[src/rtl/mul_share_pkg.sv]
// Shared types, defaults and operand helper for the two-port multiplier scheduler.
// Build option MUL_SHARE_ZERO_SKIP_EN is consumed by mul_share_arb.
package mul_share_pkg;

  localparam int XLEN_DEF  = 32;
  localparam int RES_W_DEF = 64;

  // Scheduler state encoding
  typedef logic [1:0] state_t;
  localparam state_t S_IDLE  = 2'd0;
  localparam state_t S_ISSUE = 2'd1;
  localparam state_t S_BUSY  = 2'd2;
  localparam state_t S_RESP  = 2'd3;

  // Widen an XLEN operand to the multiplier's XLEN+1 input, sign or zero filled.
  function automatic logic [XLEN_DEF:0] sext33(input logic [XLEN_DEF-1:0] x,
                                               input logic                is_signed);
    return {is_signed & x[XLEN_DEF-1], x};
  endfunction

endpackage

[src/rtl/rr_arb2.sv]
// Two-way round-robin grant, purely combinational; zero latency, no backpressure.
// The requester that was not served last wins a tie.
module rr_arb2 (
  input  logic       valid0,
  input  logic       valid1,
  input  logic       last_served,
  output logic [1:0] grant
);

  always_comb begin
    grant = 2'b00;
    if (valid0 && valid1) begin
      grant = last_served ? 2'b01 : 2'b10;
    end else begin
      grant = {valid1, valid0};
    end
  end

endmodule

[src/rtl/mul_share_arb.sv]
// Shares one iterative multiplier between two issue ports: 1 accept cycle + 1 response cycle around it.
// One op in flight; a held response stalls all new grants. Option: MUL_SHARE_ZERO_SKIP_EN.
module mul_share_arb
  import mul_share_pkg::*;
#(
  parameter int XLEN  = XLEN_DEF,
  parameter int RES_W = RES_W_DEF
) (
  input  logic             clk,
  input  logic             reset,
  input  logic             req0_valid,
  output logic             req0_ready,
  input  logic [XLEN-1:0]  req0_x,
  input  logic [XLEN-1:0]  req0_y,
  input  logic             req0_signed,
  input  logic             req1_valid,
  output logic             req1_ready,
  input  logic [XLEN-1:0]  req1_x,
  input  logic [XLEN-1:0]  req1_y,
  input  logic             req1_signed,
  output logic             resp0_valid,
  input  logic             resp0_ready,
  output logic [RES_W-1:0] resp0_result,
  output logic             resp1_valid,
  input  logic             resp1_ready,
  output logic [RES_W-1:0] resp1_result,
  output logic [XLEN:0]    mul_src1,
  output logic [XLEN:0]    mul_src2,
  output logic             mul_in_valid,
  input  logic             mul_in_ready,
  input  logic             mul_out_valid,
  input  logic [RES_W-1:0] mul_result
);

  state_t           state;
  logic             rr_ptr;
  logic             owner;
  logic [XLEN-1:0]  x_q;
  logic [XLEN-1:0]  y_q;
  logic             sgn_q;
  logic [RES_W-1:0] res_q;

  logic [1:0]       grant;
  logic             in_idle;
  logic             accept;
  logic             last_served;
  logic             resp_take;
  logic [XLEN-1:0]  acc_x;
  logic [XLEN-1:0]  acc_y;
  logic             acc_sgn;

  // rr_ptr names the favoured port, so the port served last is its complement.
  assign last_served = ~rr_ptr;

  rr_arb2 u_arb (
    .valid0      (req0_valid),
    .valid1      (req1_valid),
    .last_served (last_served),
    .grant       (grant)
  );

  assign in_idle    = (state == S_IDLE);
  assign req0_ready = in_idle & grant[0];
  assign req1_ready = in_idle & grant[1];
  assign accept     = in_idle & (|grant);

  assign acc_x   = grant[1] ? req1_x      : req0_x;
  assign acc_y   = grant[1] ? req1_y      : req0_y;
  assign acc_sgn = grant[1] ? req1_signed : req0_signed;

  assign mul_in_valid = (state == S_ISSUE);

  generate
    if (XLEN == XLEN_DEF) begin : g_pkg_ext
      assign mul_src1 = sext33(y_q, sgn_q);
      assign mul_src2 = sext33(x_q, sgn_q);
    end else begin : g_param_ext
      assign mul_src1 = {sgn_q & y_q[XLEN-1], y_q};
      assign mul_src2 = {sgn_q & x_q[XLEN-1], x_q};
    end
  endgenerate

  assign resp0_valid  = (state == S_RESP) & ~owner;
  assign resp1_valid  = (state == S_RESP) &  owner;
  assign resp0_result = res_q;
  assign resp1_result = res_q;
  assign resp_take    = owner ? resp1_ready : resp0_ready;

  always_ff @(posedge clk or posedge reset) begin
    if (reset) begin
      state  <= S_IDLE;
      rr_ptr <= 1'b0;
      owner  <= 1'b0;
      x_q    <= '0;
      y_q    <= '0;
      sgn_q  <= 1'b0;
      res_q  <= '0;
    end else begin
      case (state)
        S_IDLE: begin
          if (accept) begin
            x_q   <= acc_x;
            y_q   <= acc_y;
            sgn_q <= acc_sgn;
            owner <= grant[1];
`ifdef MUL_SHARE_ZERO_SKIP_EN
            // A zero operand has a known product; bypass the multiplier entirely.
            if ((acc_x == '0) || (acc_y == '0)) begin
              res_q <= '0;
              state <= S_RESP;
            end else begin
              state <= S_ISSUE;
            end
`else
            state <= S_ISSUE;
`endif
          end
        end
        S_ISSUE: begin
          if (mul_in_ready) begin
            state <= S_BUSY;
          end
        end
        S_BUSY: begin
          if (mul_out_valid) begin
            res_q <= mul_result;
            state <= S_RESP;
          end
        end
        S_RESP: begin
          if (resp_take) begin
            rr_ptr <= ~owner;
            state  <= S_IDLE;
          end
        end
        default: state <= S_IDLE;
      endcase
    end
  end

endmodule

[config.mk]
export PLATFORM = sky130hd
export DESIGN_NAME = mul_share_arb
export DESIGN_NICKNAME = d
export VERILOG_FILES = /design/src/rtl/mul_share_pkg.sv /design/src/rtl/rr_arb2.sv /design/src/rtl/mul_share_arb.sv
export SDC_FILE = /design/constraint.sdc
export NUM_CORES = 1
export LEC_CHECK = 0
export ABC_AREA = 1
export CORE_AREA = 2 2 156 158
export CTS_BUF_LIST = sky130_fd_sc_hd__clkbuf_8
export CTS_CLUSTER_DIAMETER = 60
export DETAILED_ROUTE_END_ITERATION = 12
export DIE_AREA = 0 0 158 160
export PLACE_DENSITY = 0.73
export SLEW_MARGIN = 30
export SYNTH_ARGS = -nofsm -noshare
export SYNTH_HDL_FRONTEND = slang
export SYNTH_SLANG_ARGS = --single-unit
[constraint.sdc]
create_clock -name clk -period 5.34 [get_ports clk]
set_input_delay 1.602 -clock clk [delete_from_list [all_inputs] [get_ports clk]]
set_output_delay 1.602 -clock clk [all_outputs]
set_load 0.005 [all_outputs]
==> results of run 1 <==
area by class of cell:
type	instances	area, sq um
Multi-Input combinational cell	425	2230
Inverter	145	551
Timing Repair Buffer	408	4100
Clock buffer	17	234
Tap cell	324	405
Fill cell	2308	12700
Clock inverter	15	251
Sequential cell	133	3330
power by group:
part,total [uW],internal [uW],switching [uW]
clock network,1040,609,435
registers,1900,1520,379
logic,2890,1790,1100
total,5840,3920,1920
final timing paths:
path | from | endpoint | slack (ns) | cells after the start
worst max-delay path | req1_valid | req0_ready | 0.85 | 3
worst min-delay path | x_q[14] | x_q[14] | 0.48 | 2
worst max register to register | state[0] | resp0_result[29] | 2.94 | 5
worst min register to register | x_q[14] | x_q[14] | 0.48 | 2
max in group asynchronous | reset | y_q[8] | 2.92 | 3
min in group asynchronous | reset | resp0_result[31] | 1.64 | 2
registers in the layout (all words and copies together) (netlist names):
signal	flops
x_q	32
resp0_result	64
sgn_q	1
state	2
y_q	32
owner	1
rr_ptr	1
worst register-to-register path, cell delays in order (launching register included):
cell	delay (ns)
dfrtp_1	0.41
inv_1	0.08
ha_1	0.24
nand2_2	0.67
buf_4	0.50
mux2_2	0.39
kinds of logic (layout without fill, tap and decap cells):
group                      Yosys count  in the layout  share of synthesized area
and+or+nand+nor                    352            352                      0.208
buffers and inverters              243            585                      0.184
DFF                                133            133                      0.490
muxes                               64             64                      0.106
AOI/OAI and AO/OA                    5              5                    0.00479
adders and majority gates            4              4                    0.00737
stage by stage:
stage | instance area (sq um) | setup slack, ns | utilization
floorplan | 6790 | 0.184 | -
global placement | 10600 | 0.881 | 0.444
detailed placement | 10600 | 0.857 | 0.446
CTS | 11100 | 0.849 | 0.466
global route | 11100 | 0.782 | 0.466
finish | 11100 | 0.849 | 0.466
metal layers:
metal / global-route usage / up-vias / wire (um)
met5: 0 / - / 0
met4: 0.0549 / 0 / 442
met3: 0.0556 / 23 / 1930
met2: 0.291 / 249 / 10700
met1: 0.194 / 2784 / 8420
li1: - / 2991 / -
placed cells by master, fill, tap and decap left out, types with 5 or more instances in the layout:
cell,synthesis,final
dfrtp_1,133,133
inv_1,142,142
nand3_1,70,70
clkdlybuf4s50_1,0,400
buf_4,74,6
bufinv_16,0,6
clkbuf_8,0,17
nand2_1,274,273
nor2_1,6,5
mux2_1,60,60
==> results by group, run 1 <==
Global routing
  • Largest net degree at the start of global routing: 71
  • Total GRT Usage: 0.168
  • Global route overflow: 0
  • Global-route wire length before repair: 32600 um
  • Vias in the first global route: between 5000 and 6000
  • Initial antenna violation count: 0

Pwr
  • Leakage: ~0.0054 uW
  • Total power: 5840 uW
  • Worst vdd ir: between 150 and 200 uV
  • P per Cell Area: around 530 mW/mm^2

Detailed routing
  • Routed WL per cell: 14.7 um
  • First-pass detailed-route iteration total: 4
  • Drt via density: between 4 and 5
  • Number of remaining DRC errors: 0
  • Post-route ant nets: 0
  • Number of DRC markers in iteration 0: between 200 and 300
  • Via Count: 6047
  • DRT Wirelength: approximately 22000 um

Layout
  • Finished Layout Cells: 1467
  • Area growth, synth to finish: 63.4%
  • Diodes inserted: 0
  • Layout cells sized above 1: 0.0455
  • Net count, final: 1336

Floorplanning
  • Core Area: approximately 0.024 sq mm
  • Full die area: between 0.02 and 0.03 sq mm
  • Die Wd: about 160 um
  • Initial Util: 0.285
  • Row count: 57
  • Chip height: ~160 um
  • I/O pins: around 400

Timing
  • Clk_skew: 0.0134 ns
  • Least-Margin Pin Slew: 0.894 ns
  • WHS: 0.480 ns
  • Final period utilization: 0.841
  • Max_slew headroom: 0.402
  • Period minus WS final: approximately 4.5 ns
  • RSZ-0062 raised after global routing: no
  • Final slew viol count: 0
  • Final setup violation count: 0
  • Setup TNS: 0 ns
  • Highest clock rate: about 0.22 GHz
  • Final-report hold violation count: 0

Clock tree
  • Clk_lat worst skew: between 0.4 and 0.5 ns
  • H-tree depth: 4
  • Postcts setup bufs: 0
  • Clock Sinks: roughly 130
  • Num CTS Buffers: 17
  • Clock Root Buffer: clkbuf_8
  • Hold buffer count at cts: 0
  • Worst-path clk slew: approximately 0.07 ns
  • Cts repair resizes: 0
  • Max clock buf depth: 2
  • TritonCTS clock tree: yes

Logic synthesis
  • FFs w/ async S/R, synth: 1.00
  • Synth Flop Type: dfrtp_1
  • Cell taking the most area after synthesis: dfrtp_1
  • Most common cell in the netlist: nand2_1
  • Syn_area_per_cell: around 8.5 sq um
  • Synth unique cells: 19
  • Synthesized flop and latch total: around 130
  • Post-Syn Nets: just over 1000
  • Mapped Area: 0.00679 sq mm
  • EDFF count, synth: 0
  • Post-synthesis sequential area ratio: 0.490
  • Cell count after synthesis: roughly 800
  • Synth top area share: 0.490
  • Synth top area cells: dfrtp_1, nand2_1, mux2_1, buf_4, inv_1
  • Yosys warning total: 0
  • Post-synth top cells: nand2_1, inv_1, dfrtp_1

Status
  • Outcome: complete, no violations

Min path
  • Worst Hold Class: flip-flop to flip-flop

Setup path
  • Crit path launch type: input pin
  • Critical path's largest stage delay: ~0.54 ns
  • Crit-path cells: clkdlybuf4s50_1, a211oi_1, clkdlybuf4s50_1
  • Slowest CP cell: clkdlybuf4s50_1
  • Top delay family on crit path: buffers and inverters
  • Req. time, crit path: between 3 and 4 ns
  • Kind of critical path: input pin to output port
  • Max FO, Critical Path: 3
  • WP data arrival: 2.89 ns
  • CP endpoint kind: output port
  • Critical path buffer and inverter count: 2
  • CP most frequent cell: clkdlybuf4s50_1

Placed design
  • IO Port Bufs: 400
  • Routability Congestion: roughly 0.8
  • HPWL after DPL: ~16000 um
  • Dpl cells: roughly 1400

Run
  • Number of max-cap violations: 0
No activity file was read; power rests on OpenSTA's default activity.
==> run 2: changes to the inputs <==
==> constraint.sdc (replaced) <==
create_clock -name clk -period 3.7 [get_ports clk]
set_input_delay 1.11 -clock clk [delete_from_list [all_inputs] [get_ports clk]]
set_output_delay 1.11 -clock clk [all_outputs]
set_load 0.005 [all_outputs]
==> results by group, run 2 (same netlist as run 1, synthesis figures left out) <==
Global routing
  • Largest net degree at the start of global routing: between 70 and 80
  • Vias in the first global route: approximately 6000
  • Initial antenna violation count: 0
  • Total GRT Usage: 0.168
  • Global-route wire length before repair: between 30000 and 40000 um
  • Global route overflow: 0

Clock tree
  • Postcts setup bufs: 0
  • H-tree depth: 4
  • Hold buffer count at cts: 0
  • TritonCTS clock tree: yes
  • Clock Root Buffer: clkbuf_8
  • Worst-path clk slew: 0.07 ns
  • Clock Sinks: between 100 and 150
  • Cts repair resizes: 0
  • Num CTS Buffers: 17
  • Clk_lat worst skew: 0.43 ns
  • Max clock buf depth: 2

Run
  • Number of max-cap violations: 0

Setup path
  • Crit path launch type: input pin
  • WP data arrival: between 2 and 2.5 ns
  • Kind of critical path: input pin to output port
  • Req. time, crit path: 2.59 ns
  • Max FO, Critical Path: 3
  • CP endpoint kind: output port

Detailed routing
  • Number of remaining DRC errors: 0
  • DRT Wirelength: approximately 22000 um
  • Via Count: between 6000 and 7000
  • Post-route ant nets: 0
  • Routed WL per cell: ~15 um
  • Number of DRC markers in iteration 0: 307
  • Drt via density: 4.18
  • First-pass detailed-route iteration total: 4

Timing
  • Period minus WS final: 3.51 ns
  • Final period utilization: 0.949
  • Setup TNS: 0 ns
  • Highest clock rate: about 0.28 GHz
  • Final-report hold violation count: 0
  • Max_slew headroom: 0.499
  • Least-Margin Pin Slew: between 0.7 and 0.8 ns
  • Final setup violation count: 0
  • Final slew viol count: 0
  • Clk_skew: approximately 0.016 ns
  • RSZ-0062 raised after global routing: no

Pwr
  • Clock share of power: 0.144
  • Comb power frac: 0.519
  • Net switching power: 2840 uW
  • Internal power: 5290 uW
  • Reg power frac: 0.337
  • P per Cell Area: about 740 mW/mm^2
  • Leakage: about 0.0054 uW
  • Sw Share: 0.350
  • Worst vdd ir: roughly 290 uV

Floorplanning
  • Core Area: ~0.024 sq mm
  • Initial Util: 0.285
  • Full die area: 0.0253 sq mm
  • Die Wd: between 150 and 200 um
  • I/O pins: between 400 and 500
  • Row count: 57
  • Chip height: 160 um

Placed design
  • Dpl cells: 1435
  • IO Port Bufs: 400
  • Routability Congestion: 0.797
  • HPWL after DPL: ~16000 um

Layout
  • Util after Layout: 0.462
  • Diodes inserted: 0
  • Finished Layout Cells: roughly 1500
  • Max reg flops: 64
  • Most common cell after layout, fill and taps aside: clkdlybuf4s50_1
  • Area growth, synth to finish: 62.1%
  • Net count, final: roughly 1300
  • Layout cells sized above 1: 0.0464
  • Most frequent cells in the layout: clkdlybuf4s50_1, nand2_1, inv_1, dfrtp_1, nand3_1

Status
  • Outcome: complete, no violations

Min path
  • Worst Hold Class: flip-flop to flip-flop
==> run 2: cell count changes in the layout (fill, tap and decap cells not counted) <==
| cell | delta |
|---|---|
| buf_12 | +4 |
| inv_2 | +1 |
| inv_6 | +3 |
| bufinv_16 | -6 |
| clkinvlp_4 | +2 |
| buf_16 | -1 |
| clkinv_2 | -1 |
| inv_8 | +2 |
| inv_1 | -1 |
| buf_4 | -3 |
==> run 2: final timing paths <==
| kind | slack, ns | from | cells past startpoint | endpoint |
|---|---|---|---|---|
| min reg2reg | 0.48 | x_q[27] | 2 | x_q[27] |
| max | 0.19 | req1_valid | 4 | req1_ready |
| min in group asynchronous | 1.16 | reset | 3 | resp0_result[10] |
| max in group asynchronous | 2.18 | reset | 3 | x_q[14] |
| min | 0.48 | x_q[27] | 2 | x_q[27] |
| max reg2reg | 1.77 | state[0] | 5 | resp0_result[45] |
==> run 2: power by group through the flow <==
stage	logic [uW]	clock network (uW)	registers (uW)
floorplan	1880	0	2720
global placement	4220	0	2740
detailed placement	4290	0	2760
CTS	4310	1220	2750
global route	4600	1290	2840
finish	4220	1170	2740
==> run 2: cell type report <==
class	count	area [sq um]
clock buffers	17	234
clock inverters	15	133
fillers	2293	12800
inverters	145	548
multi-input cells	425	2230
flip-flops and latches	133	3330
well taps	324	405
repair buffers	408	4130
==> run 2: layer usage <==
metal	up-vias	share of wire	track usage
met1	2875	0.39	0.191
met3	29	0.079	0.0532
met2	238	0.50	0.296
met5	-	0	0
li1	2990	-	-
met4	0	0.024	0.0549
==> run 2: through the flow <==
step / setup WS (ns) / instance area, sq um / hold slack (ns) / power [uW]
3_5_place_dp: 0.175 / 10600 / 0.464 / 7050
6_report: 0.187 / 11000 / 0.479 / 8130
4_1_cts: 0.178 / 11000 / 0.484 / 8280
2_1_floorplan: 0.939 / 6800 / 0.471 / 4600
5_1_grt: 0.164 / 11000 / 0.500 / 8730
3_3_place_gp: 0.235 / 10600 / 0.462 / 6960
==> run 2: worst max-delay path, cell delays in order <==
cell,delay (ns)
clkdlybuf4s50_1,0.56
o21ai_4,0.09
nor2_1,0.12
clkdlybuf4s50_1,0.52
==> RTL edit: new RTL, flow settings as in run 1 <==
Make the reset (`reset`) synchronous in one clocked block.
--- a/src/rtl/mul_share_arb.sv
+++ b/src/rtl/mul_share_arb.sv
@@ -87,5 +87,5 @@
   assign resp_take    = owner ? resp1_ready : resp0_ready;
 
-  always_ff @(posedge clk or posedge reset) begin
+  always_ff @(posedge clk) begin
     if (reset) begin
       state  <= S_IDLE;
Formal check against the unedited RTL: differs if reset is asserted again (counterexample within 4 cycles, from zero or initial values and one cycle with reset high); with reset held inactive, the same outputs for 4 cycles.
==> RTL edit against run 1 <==
Cell area fell by 7.9%; area after synthesis fell by 9.6%; largest cell class unchanged; register-to-register slack hardly changed; sequential cell count unchanged; clock power down 18%; worst setup slack worse by 0.039 ns; first-iteration DRC count rose by 31%; wire length rose by 6.9%; sequential power is 23% lower; total power shrank 31%; synthesized cell count increased by 12%.
==> RTL edit: results (changes against run 1) <==
LOGIC SYNTHESIS
--------------------------------------------------------------------------------------
Synthesized area per cell ...............................................     6.84 um2   -19%
Fraction of registers with async set or reset after synthesis ...........           0%   -100 points
Post-synthesis net count ................................................        1,104   +9.6%
Post-synthesis sequential area ratio ....................................        43.4%   -5.6 points
Number of distinct standard cells referenced by the synthesized netlist .           14   -5
Proportion of netlist area held by the largest area contributor .........        43.4%   -5.6 points
Post-synth top cells .................................................... nor2_1, nand2_1, dfxtp_1
Most area-consuming cells after synthesis ............................... dfxtp_1, nor2_1, buf_4, nand2_1, nand3_1

FINAL LAYOUT
--------------------------------------------------------------------------------------
Layout net count ........................................................        1,405   +5.2%
Count of fill cells added during filler insertion .......................        2,458   +6.5%
Share of cells above drive strength 1 ...................................        3.80%   -0.75 points
Antenna diode count .....................................................            0   unchanged
Fin util ................................................................        42.9%   -3.7 points
Flip-flop count of the largest register, all copies and words added .....           64   unchanged
Final std cells w/o fill ................................................        1,536   +4.7%

OUTCOME
--------------------------------------------------------------------------------------
Run status .............................................................. finished clean

GLOBAL ROUTE
--------------------------------------------------------------------------------------
Overall fraction of global-route tracks in use ..........................        17.4%   +0.64 points
Number of global-route vias before repair ...............................        6,377   +8.5%
Wire length of the first global-routing pass ............................      34.4 mm   +5.5%
Largest net degree at the start of global routing .......................           76   +7.0%

SETUP PATH
--------------------------------------------------------------------------------------
Library cell contributing the largest single delay on the critical path . clkdlybuf4s50_1
Crit Path Max Fanout ....................................................            4   +1
Maximum cell stage delay along the critical path ........................      0.50 ns   -0.04 ns

TIMING
--------------------------------------------------------------------------------------
Pin slew with the least headroom to its limit ...........................     0.734 ns   -0.160 ns
Final Skew ..............................................................    0.0184 ns   +0.00498 ns

PLACE
--------------------------------------------------------------------------------------
Placement-stage cell area ...............................................     9830 um2   -7.4%
Final RePlAce weighted congestion .......................................        0.823   +2.0%
Post-place setup slack ..................................................     0.845 ns   -0.0117 ns
DP Wirelength ...........................................................      16.7 mm   +3.0%

ROUTING
--------------------------------------------------------------------------------------
Violation count after the first detailed-routing iteration ..............          366   +31%
Number of iterations in the first detailed-routing pass .................            5   +1
Routed wire length ......................................................      23.0 mm   +6.9%
Vias per cell ...........................................................         4.37   +6.0%

CLOCKING
--------------------------------------------------------------------------------------
# H-tree levels .........................................................            4   unchanged
Post-cts gate resize count ..............................................            0   unchanged
Buffers from clock root to sink, at most ................................            2   unchanged

PWR
--------------------------------------------------------------------------------------
Switching portion of total power ........................................        34.1%   +1.3 points
Maximum VDD drop ........................................................   0.000301 V   +62%
Static Leak .............................................................      4.17 nW   -23%

HOLD PATH
--------------------------------------------------------------------------------------
Class of the worst hold path ............................................   reg -> reg

## RTL edit: cell count changes after synthesis, moves of 60 or more
cell     before  now
dfxtp_1       0  133
nor2_1        6  264
o21ai_1       0   66
dfrtp_1     133    0
nand2_1     274  151
o21ai_0       2   64
mux2_1       60    0
inv_1       142   15
## RTL edit: power groups by stage
stage	combinational [mW]	clock (mW)	sequential, mW
finish	1.71	0.853	1.47
global route	1.88	0.933	1.51
CTS	1.74	0.890	1.47
detailed placement	1.73	0	1.49
global placement	1.71	0	1.48
floorplan	0.774	0	1.48
## RTL edit: metal layers
metal	track usage, %	vias to the layer above	part of all wire, %
li1	-	3393	-
met4	5.65	0	2.3
met3	6.02	29	9.6
met5	0	-	0
met1	19.8	2997	40
met2	30.4	292	48
## RTL edit: worst paths after layout
path | slack (ns) | start | to | depth (start not counted)
setup / recovery | 0.81 | req0_valid | req1_ready | 5
hold / removal | 0.50 | x_q[30] | x_q[30] | 2
setup reg to reg | 2.95 | rr_ptr | y_q[7] | 9
hold reg to reg | 0.50 | x_q[30] | x_q[30] | 2
## RTL edit: layout make-up
| cell class | instances | share of cell area, % |
|---|---|---|
| well taps | 324 | 3.96 |
| repair buffers | 408 | 39.7 |
| multi-input cells | 623 | 25.8 |
| clock inverters | 15 | 1.54 |
| inverters | 16 | 0.636 |
| clock buffers | 17 | 2.29 |
| flip-flops and latches | 133 | 26.0 |
## RTL edit: kinds of logic after synthesis
group | Yosys count | share of synthesized area, %
AO/OA/AOI/OAI | 134 | 10.9
AND/OR/NAND/NOR | 485 | 31.1
adder cells (fa/ha/maj) | 4 | 0.815
flip-flops | 133 | 43.4
buffers and inverters | 142 | 13.8
## RTL edit: worst max-delay path, delay by kind of cell
family | cells | cell delay (ns)
buf+inv | 3 | 1.08
simple gates | 2 | 0.24
